--- src/rtl/axi_deserializer_multilane.sv ---
// axi_deserializer_multilane
// Packs narrow AXI-Stream beats (IN_WIDTH bits) into wide words (OUT_WIDTH bits).
// The first beat of a word lands in the most significant slot. Completed words
// go into a 2-entry output buffer, so a word can be held under backpressure
// while the next one is collected.
//
// Parameters:
//   IN_WIDTH  - bits per input beat
//   OUT_WIDTH - bits per output word. It must be a multiple of IN_WIDTH, and
//               OUT_WIDTH/IN_WIDTH (RATIO) must be at least 2.
//
// Ports:
//   clk, rst       - rising-edge clock; synchronous active-high reset
//   clear          - drops the partial word being collected; buffered words stay
//   reverse_output - bit-reverses the presented o_tdata word
//   i_t*           - AXI-Stream slave (tdata/tlast/tvalid in, tready out)
//   o_t*           - AXI-Stream master (tdata/tlast/tvalid out, tready in)
//   o_nbeats       - number of valid input beats in the presented word
//
// Optional build macro: AXI_DESERIALIZER_MULTILANE_FLUSH_EN
//   Defined: an accepted i_tlast pushes the partial word at once. Unfilled
//            slots are zero and o_nbeats gives the number of beats taken.
//   Default: i_tlast is latched and attached to the next full word.
module axi_deserializer_multilane #(
  parameter int unsigned IN_WIDTH  = 1,
  parameter int unsigned OUT_WIDTH = 32
) (
  input  logic                                 clk,
  input  logic                                 rst,
  input  logic                                 clear,
  input  logic                                 reverse_output,
  input  logic [IN_WIDTH-1:0]                  i_tdata,
  input  logic                                 i_tlast,
  input  logic                                 i_tvalid,
  output logic                                 i_tready,
  output logic [OUT_WIDTH-1:0]                 o_tdata,
  output logic                                 o_tlast,
  output logic                                 o_tvalid,
  input  logic                                 o_tready,
  output logic [$clog2(OUT_WIDTH/IN_WIDTH):0]  o_nbeats
);

  localparam int unsigned RATIO  = OUT_WIDTH / IN_WIDTH;
  localparam int unsigned SLOT_W = $clog2(RATIO);
  localparam int unsigned NB_W   = SLOT_W + 1;
  localparam logic [SLOT_W-1:0] SLOT_TOP = SLOT_W'(RATIO - 1);

  // Accumulator state
  logic [SLOT_W-1:0]    slot_q, slot_d;
  logic [OUT_WIDTH-1:0] acc_q, acc_d;
  logic                 tlast_pend_q, tlast_pend_d;

  // Two-entry output buffer
  logic [OUT_WIDTH-1:0] buf_data_q [2];
  logic [OUT_WIDTH-1:0] buf_data_d [2];
  logic                 buf_last_q [2];
  logic                 buf_last_d [2];
  logic [NB_W-1:0]      buf_nb_q   [2];
  logic [NB_W-1:0]      buf_nb_d   [2];
  logic                 rd_ptr_q, rd_ptr_d;
  logic                 wr_ptr_q, wr_ptr_d;
  logic [1:0]           count_q, count_d;

  // Combinational helpers
  logic                 beat_c;
  logic                 pop_c;
  logic                 push_c;
  logic                 flush_c;
  logic [OUT_WIDTH-1:0] acc_merged_c;
  logic [OUT_WIDTH-1:0] head_c;
  logic [OUT_WIDTH-1:0] rev_c;

  // Handshake flags come only from the buffer occupancy. i_tready has no
  // path from i_tvalid. It is also held low while rst is high.
  assign i_tready = ~rst & (count_q < 2'd2);
  assign o_tvalid = (count_q != 2'd0);
  assign o_tlast  = buf_last_q[rd_ptr_q];
  assign o_nbeats = buf_nb_q[rd_ptr_q];

  // Bit reversal is applied at the buffer head only.
  // The stored words are never reversed.
  always_comb begin
    head_c = buf_data_q[rd_ptr_q];
    rev_c  = '0;
    for (int i = 0; i < int'(OUT_WIDTH); i++) begin
      rev_c[i] = head_c[int'(OUT_WIDTH) - 1 - i];
    end
    o_tdata = reverse_output ? rev_c : head_c;
  end

  // Next-state logic for the accumulator and the output buffer
  always_comb begin
    slot_d       = slot_q;
    acc_d        = acc_q;
    tlast_pend_d = tlast_pend_q;
    buf_data_d   = buf_data_q;
    buf_last_d   = buf_last_q;
    buf_nb_d     = buf_nb_q;
    rd_ptr_d     = rd_ptr_q;
    wr_ptr_d     = wr_ptr_q;

`ifdef AXI_DESERIALIZER_MULTILANE_FLUSH_EN
    flush_c = i_tlast;
`else
    flush_c = 1'b0;
`endif

    // clear wins over a beat arriving in the same cycle
    beat_c       = i_tvalid & i_tready & ~clear;
    pop_c        = o_tvalid & o_tready;
    acc_merged_c = acc_q | (OUT_WIDTH'(i_tdata) << (32'(slot_q) * IN_WIDTH));
    push_c       = beat_c & ((slot_q == '0) | flush_c);

    if (clear) begin
      slot_d       = SLOT_TOP;
      acc_d        = '0;
      tlast_pend_d = 1'b0;
    end else if (push_c) begin
      buf_data_d[wr_ptr_q] = acc_merged_c;
      buf_last_d[wr_ptr_q] = tlast_pend_q | i_tlast;
      buf_nb_d[wr_ptr_q]   = NB_W'(RATIO) - NB_W'(slot_q);
      wr_ptr_d             = ~wr_ptr_q;
      slot_d               = SLOT_TOP;
      acc_d                = '0;
      tlast_pend_d         = 1'b0;
    end else if (beat_c) begin
      acc_d        = acc_merged_c;
      slot_d       = slot_q - SLOT_W'(1);
      tlast_pend_d = tlast_pend_q | i_tlast;
    end

    if (pop_c) begin
      rd_ptr_d = ~rd_ptr_q;
    end

    // A push is only accepted below occupancy 2, so the count cannot overflow
    count_d = count_q + 2'(push_c) - 2'(pop_c);
  end

  // State registers
  always_ff @(posedge clk) begin
    if (rst) begin
      slot_q       <= SLOT_TOP;
      acc_q        <= '0;
      tlast_pend_q <= 1'b0;
      rd_ptr_q     <= 1'b0;
      wr_ptr_q     <= 1'b0;
      count_q      <= 2'd0;
      for (int i = 0; i < 2; i++) begin
        buf_data_q[i] <= '0;
        buf_last_q[i] <= 1'b0;
        buf_nb_q[i]   <= '0;
      end
    end else begin
      slot_q       <= slot_d;
      acc_q        <= acc_d;
      tlast_pend_q <= tlast_pend_d;
      rd_ptr_q     <= rd_ptr_d;
      wr_ptr_q     <= wr_ptr_d;
      count_q      <= count_d;
      buf_data_q   <= buf_data_d;
      buf_last_q   <= buf_last_d;
      buf_nb_q     <= buf_nb_d;
    end
  end

endmodule
--- config.mk ---
export PLATFORM = sky130hd
export DESIGN_NAME = axi_deserializer_multilane
export DESIGN_NICKNAME = d
export VERILOG_FILES = /design/src/rtl/axi_deserializer_multilane.sv
export SDC_FILE = /design/constraint.sdc
export NUM_CORES = 1
export LEC_CHECK = 0
export BUFFER_PORTS_ARGS = -buffer_cell sky130_fd_sc_hd__clkbuf_2
export CORE_UTILIZATION = 50
export CTS_BUF_LIST = sky130_fd_sc_hd__clkbuf_16
export DETAILED_ROUTE_END_ITERATION = 12
export GPL_ROUTABILITY_DRIVEN = 0
export PLACE_DENSITY_LB_ADDON = 0.08
export RECOVER_POWER = 50
export SLEW_MARGIN = 10
export SYNTH_ARGS = -nofsm -noshare
export SYNTH_HDL_FRONTEND = slang
export SYNTH_SLANG_ARGS = --single-unit
--- constraint.sdc ---
create_clock -name clk -period 2.4 [get_ports clk]
set_input_delay 0 -clock clk [delete_from_list [all_inputs] [get_ports clk]]
set_output_delay 0 -clock clk [all_outputs]
set_load 0.03 [all_outputs]
-- After elaboration in Yosys (flattened, before gate mapping)
Index checks and enable logic that the tools add are counted.
- register bits: 120
- input port bits: 8
- output and inout port bits: 41
- logic and storage cells: 58
- add/sub/neg operators: 4
- order comparisons: 4
- shifts and indexed selects: 1
- muxes and demuxes: 19
- bitwise operators: 13
- reductions and logical operators: 5
- operator list (kind ; number):
    $mux W32 ; 5
    $bwmux W64 ; 1
    $demux W32 S1 ; 1
    $or A32 B32 Y32 ; 1
    $shl A1 B5 Y32 ; 1
    $mux W6 ; 4
    $bwmux W12 ; 1
    $demux W6 S1 ; 1
    $sub A6 B5 Y6 const A ; 1
    $and A1 B1 Y1 ; 5
    $logic_not A5 Y1 ; 1
    $sub A5 B1 Y5 const B ; 1
    $ge A2 B2 Y1 const B ; 2
    $mux W1 ; 4
    $not A1 Y1 ; 4
    $not A1 Y2 ; 2
    $reduce_or A3 Y1 ; 1
    $add A2 B1 Y2 ; 1
    $bwmux W2 ; 1
    $lt A2 B1 Y1 const B ; 1
    $lt A2 B2 Y1 const B ; 1
    $reduce_and A2 Y1 ; 1
    $reduce_bool A2 Y1 ; 1
    $sub A2 B1 Y2 ; 1
    3 further kinds ; 3

-- Longest topological paths before layout
- depth in word-level cells: 7
- depth in mapped cells: 12
- mapped depth without buffers: 11

-- Worst setup path before layout
Ideal clock, no wire load.
- path kind: reg-to-reg
- start point: register slot_q[0]
- end point: register buf_nb_q[1] in the netlist's numbering
- library setup time: 0.121 ns
- data arrival time: 2.386 ns
- data required time: 2.279 ns
- path slack: -0.107 ns
- cell stages (with the launch flop): 11
- path buffers: 3
- period minus slack after synthesis: 2.507 ns
- cell sequence: dfxtp_1 buf_2 inv_1 ha_1 nor3b_1 ha_1 nor4b_4 and2_1 buf_2 buf_6 mux2_2
- longest elaborated chain between the ends: 3
- elaborated cells between the ends (all ways): 5
- those cells by class: 1 x add/sub; 1 x mux; 1 x bitwise; 2 x reduce/logical
- RTL lines (element ; RTL line ; text):
    start, declared ; 49 ; logic [SLOT_W-1:0] slot_q, slot_d;
    start signal, assigned ; 155 ; slot_q <= slot_d;
    branches (longest 3 deep; another with $sub A6 B5 Y6) ; n/a ;
    end signal, assigned ; 163 ; buf_nb_q <= buf_nb_d;
    end, declared ; 58 ; logic [NB_W-1:0] buf_nb_q [2];
Parallel ways; which one is timed is not known.
A chain may end at the register's enable or synchronous reset.

-- Worst setup path after layout
- start point: register slot_q[0]
- end point: register buf_data_q[42] in the netlist's numbering
- longest elaborated chain between the ends: 3
- elaborated cells between the ends (all ways): 6
- those cells by class: 1 x shift; 1 x mux; 2 x bitwise; 2 x reduce/logical
- RTL lines (element ; RTL line ; text):
    $logic_not A5 Y1 / $shl A1 B5 Y32 (equally long branches) ; 112, 111 ;
    $and A1 B1 Y1 / $or A32 B32 Y32 (equally long branches) ; 112, 111 ;
    $reduce_and A2 Y1 (no line) / $bwmux W64 (equally long branches) ; n/a ;
    end signal, assigned ; 161 ; buf_data_q <= buf_data_d;
    end, declared ; 54 ; logic [OUT_WIDTH-1:0] buf_data_q [2];
Parallel ways exist; a longest one is shown, timed or not.

==> impl_summary.md <==
Global route
The via count of the first global-routing pass is 4143. The initial antenna violation count was 0. The first global-routing pass estimated 21200 um of wire. Entering global routing, the biggest net connects 81 pins.

The overall global routing resource usage is 24.0%. For this run the aggregate overflow at the end of global routing stands at 0.

Timing
The summed negative setup slack over all endpoints is 0 ns. The final-report max-slew violation count is 0. The highest attainable clock frequency is 446 MHz. Setup repair after global routing left no endpoint under its margin.

The count of endpoints failing hold in the final timing report is 0. The clock arrives with 0.00670 ns of skew. The setup violation total in the final timing report is 0. Headroom to the max-slew limit came out at 48.9%.

Dividing the final minimum period by the clock period gives 93.5%. The smallest clock period supported by the final layout is computed as 2.24 ns. The slew of the pin with the lowest slew margin is 0.766 ns.

Status
The flow ran to the end, and the final reports show no timing, DRC or antenna violations.

Place
During placement, the flow inserted port buffers numbering 48. Detailed placement ended at an HPWL of 8340 um. In this run, placement finished with an instance count of 703.

CTS
CTS saw 120 sinks. The CTS tree is yes. The root buffer cell chosen for the clock tree is sky130_fd_sc_hd__clkbuf_16.

Clock-pin slew was measured on the worst setup and hold paths at 0.05 ns. The count of buffers added by post-CTS timing repair for setup is 0. Clock latency on the worst-skew pair, taken at its later pin, is 0.41 ns. The H-tree level count is 4.

Counting along the longest clock path gives a buffer depth of 2. The number of buffers created by CTS is 17.

Logic synthesis
The average size of a mapped cell is 10.2 sq um. Of all flip-flops after synthesis, the portion carrying an async set or reset was 0%. In the synthesized netlist, the number of instances is 550. The most frequently used cell type in the post-synthesis netlist is sky130_fd_sc_hd__dfxtp_1. The portion of synthesized cell area occupied by the leading cell type is 42.9%. The most used flip-flop cell after synthesis is sky130_fd_sc_hd__dfxtp_1. Summing the sequential cell areas from Yosys gives 42.9% of the chip area. The count of warnings emitted by yosys is 0.

Yosys attributes the largest share of cell area to sky130_fd_sc_hd__dfxtp_1, sky130_fd_sc_hd__mux4_2, sky130_fd_sc_hd__a21oi_1, sky130_fd_sc_hd__mux2i_1, sky130_fd_sc_hd__a211oi_1. The total nets after synthesis is 562. The mapped netlist covers 5600 sq um. Summed over all instances, the cell type with the most area after synthesis is sky130_fd_sc_hd__dfxtp_1. In this run, distinct cell masters in the synthesized netlist total 42. The number of synthesized register bits is 120.

By count the netlist is led by sky130_fd_sc_hd__dfxtp_1, sky130_fd_sc_hd__a21oi_1, sky130_fd_sc_hd__nand2b_1, sky130_fd_sc_hd__nor2_1, sky130_fd_sc_hd__clkbuf_1. The number of enable-type register cells in the synthesized netlist is 0.

Critical path
At the worst endpoint, the required time is 2.65 ns. The source of the worst register-to-register timing path is slot_q[0]. Measured in cells, the most critical reg-to-reg path has a length of 8.

In this design, the stage delay of the slowest critical-path cell is 0.54 ns. The largest individual stage delay along the critical path comes from the cell sky130_fd_sc_hd__or4b_4. The critical path is of the flip-flop to flip-flop type. The data arrival time at the worst-slack endpoint is 2.50 ns. The setup slack of the worst register-to-register path is 0.16 ns. The worst setup path is launched from a flip-flop. In this run the critical register-to-register path is captured at buf_data_q[42]. The kind of cell adding the most delay to the critical path is simple AND/OR/NAND/NOR gates. The worst setup path is captured at a flip-flop. Of all nets on the critical path, the largest fanout is 32.

The number of buffer and inverter instances along the worst setup path is 2. Walking the worst path, the cells encountered are inv_1, ha_1, nor3b_2, ha_2, or4b_4, nor2_4, buf_12, a211oi_1.

Layout
At the end of the flow, the number of nets in the layout was 597. The area growth from synthesis to layout is 16.1%. The count of placed standard cells in the final layout, fillers left out is 735. The number of antenna diodes in the final layout is 0. Of the cells placed in the final design, the portion with a size suffix greater than 1 is 22.7%.

Flow run
The max-capacitance violation count is 0.

Floorplanning
The floorplan step defined a core boundary enclosing 10900 sq um. In this run the count of I/O pins placed on the die edge is 49. The starting density of the core is 51.4%.

The die width is 108 um. The number of cell rows is 38. The area enclosed by the die boundary is 11600 sq um. The height of the die is 108 um.

Route
The routed length per placed instance is 17.8 um. The first-pass iteration count of the detailed router is 4. The remaining number of nets flagged by the antenna check after routing is 0. The number of remaining DRC errors is 0. The count of routing violations after the opening detailed-route iteration is 277. The total via count after detailed routing is 4366. The wire length after detailed routing is 13100 um. The number of vias per cell after detailed routing is 5.94.

Min path
The path class of the tightest hold or removal check is input port to flip-flop. The worst hold path begins at i_tvalid. The worst hold path endpoint is slot_q[1]. The number of stages on the worst hold path is 3.

Pwr
Net switching is 21.1% of the power. For this design the static power due to leakage is 2.27 nW. Cell internal power was estimated by the tool at 0.00340 W. In this run the power density over the cells is 662 nW/um^2. The worst-case IR drop observed on VDD is 0.000580 V.

The sequential cell fraction of total power is 46.4%. For this design the total switching power over the nets is 0.000908 W. The clock group share of total power is 50.6%. The share of total power dissipated in combinational logic is 3.0%.
worst register-to-register path, delay by kind of cell, from the launching register on:
family | cells | cell delay, ns
AND/OR/NAND/NOR | 3 | 0.93
flip-flops | 1 | 0.30
adder cells (fa/ha/maj) | 2 | 0.44
buffers and inverters | 2 | 0.30
AO/OA/AOI/OAI | 1 | 0.11
layout by cell type (no fill, tap or decap), drive strengths merged, types with 4 or more instances in the layout:
master / netlist / final
ha: 4 / 4
mux4: 32 / 32
nor2: 39 / 39
nand3: 6 / 6
buf: 26 / 23
clkbuf: 35 / 68
nand2b: 38 / 38
mux2i: 34 / 34
o21ai: 13 / 13
and2: 4 / 4
nand2: 5 / 5
nor2b: 7 / 7
dfxtp: 120 / 120
nand4: 4 / 4
a211oi: 34 / 34
a21oi: 76 / 76
a31oi: 32 / 32
inv: 5 / 9
clkinv: 0 / 7
mux2: 9 / 9
final cells by class:
type | count | area [sq um]
multi-input combinational | 364 | 2920
fill | 950 | 4390
clock buffer | 17 | 425
timing repair buffer | 77 | 483
inverter | 5 | 18.8
tap | 140 | 175
sequential | 120 | 2400
clock inverter | 12 | 73.8
stage by stage:
stage / hold slack, ns / cell area [sq um] / total power [W] / utilization (%) / setup slack (ns)
floorplan: 0.138 / 5610 / 0.00213 / - / 0.00485
detailed placement: 0.257 / 6000 / 0.00216 / 55.1 / 0.0872
global placement: 0.253 / 6000 / 0.00216 / 55.1 / 0.163
finish: 0.116 / 6500 / 0.00431 / 59.7 / 0.157
CTS: 0.0998 / 6530 / 0.00434 / 60.0 / 0.0595
global route: 0.137 / 6500 / 0.00444 / 59.7 / 0.0185
power groups by stage:
stage	Clock, W	Combinational, W	Sequential, W
6_report	0.00218	0.000129	0.00200
5_1_grt	0.00230	0.000140	0.00199
4_1_cts	0.00221	0.000131	0.00200
3_5_place_dp	0	0.000126	0.00204
3_3_place_gp	0	0.000124	0.00204
2_1_floorplan	0	0.0000872	0.00204
sequential cells by signal (all words and copies together), names as in the netlist:
register and flops:
buf_nb_q 12, buf_data_q 64, rd_ptr_q 1, wr_ptr_q 1, tlast_pend_q 1, acc_q 32
buf_last_q 2, count_q 2, slot_q 5
what timing repair did:
item                                    CTS  global route
hold buffers                              3             0
endpoints found under the setup margin    0            33
resized for setup                         0             2
endpoints found under the hold margin     5             0
logic make-up after synthesis:
family	after synthesis	synth area share, %
xor gates and xnor gates	3	0.469
and+or+nand+nor	123	13.0
buffers and inverters	66	5.34
adders and majority gates	4	0.894
DFF	120	42.9
AOI/OAI and AO/OA	159	16.6
muxes	75	20.8
layer usage:
layer	wire (um)	vias to the layer above	global-route usage, %
met1	6010	2141	31.1
met5	0	-	0
li1	-	2109	-
met3	442	19	5.33
met2	6430	97	39.2
met4	204	0	8.81
how the worst max path moves through the flow:
stage / startpoint / endpoint / cells after the start
after floorplan: slot_q[0] / buf_nb_q[1] / 10
after global placement: slot_q[0] / buf_data_q[40] / 8
after detailed placement: slot_q[0] / buf_data_q[61] / 8
after CTS: slot_q[0] / buf_data_q[52] / 8
after global routing: slot_q[0] / buf_data_q[44] / 8
final: slot_q[0] / buf_data_q[42] / 8
No activity file was read; power rests on OpenSTA's default activity.
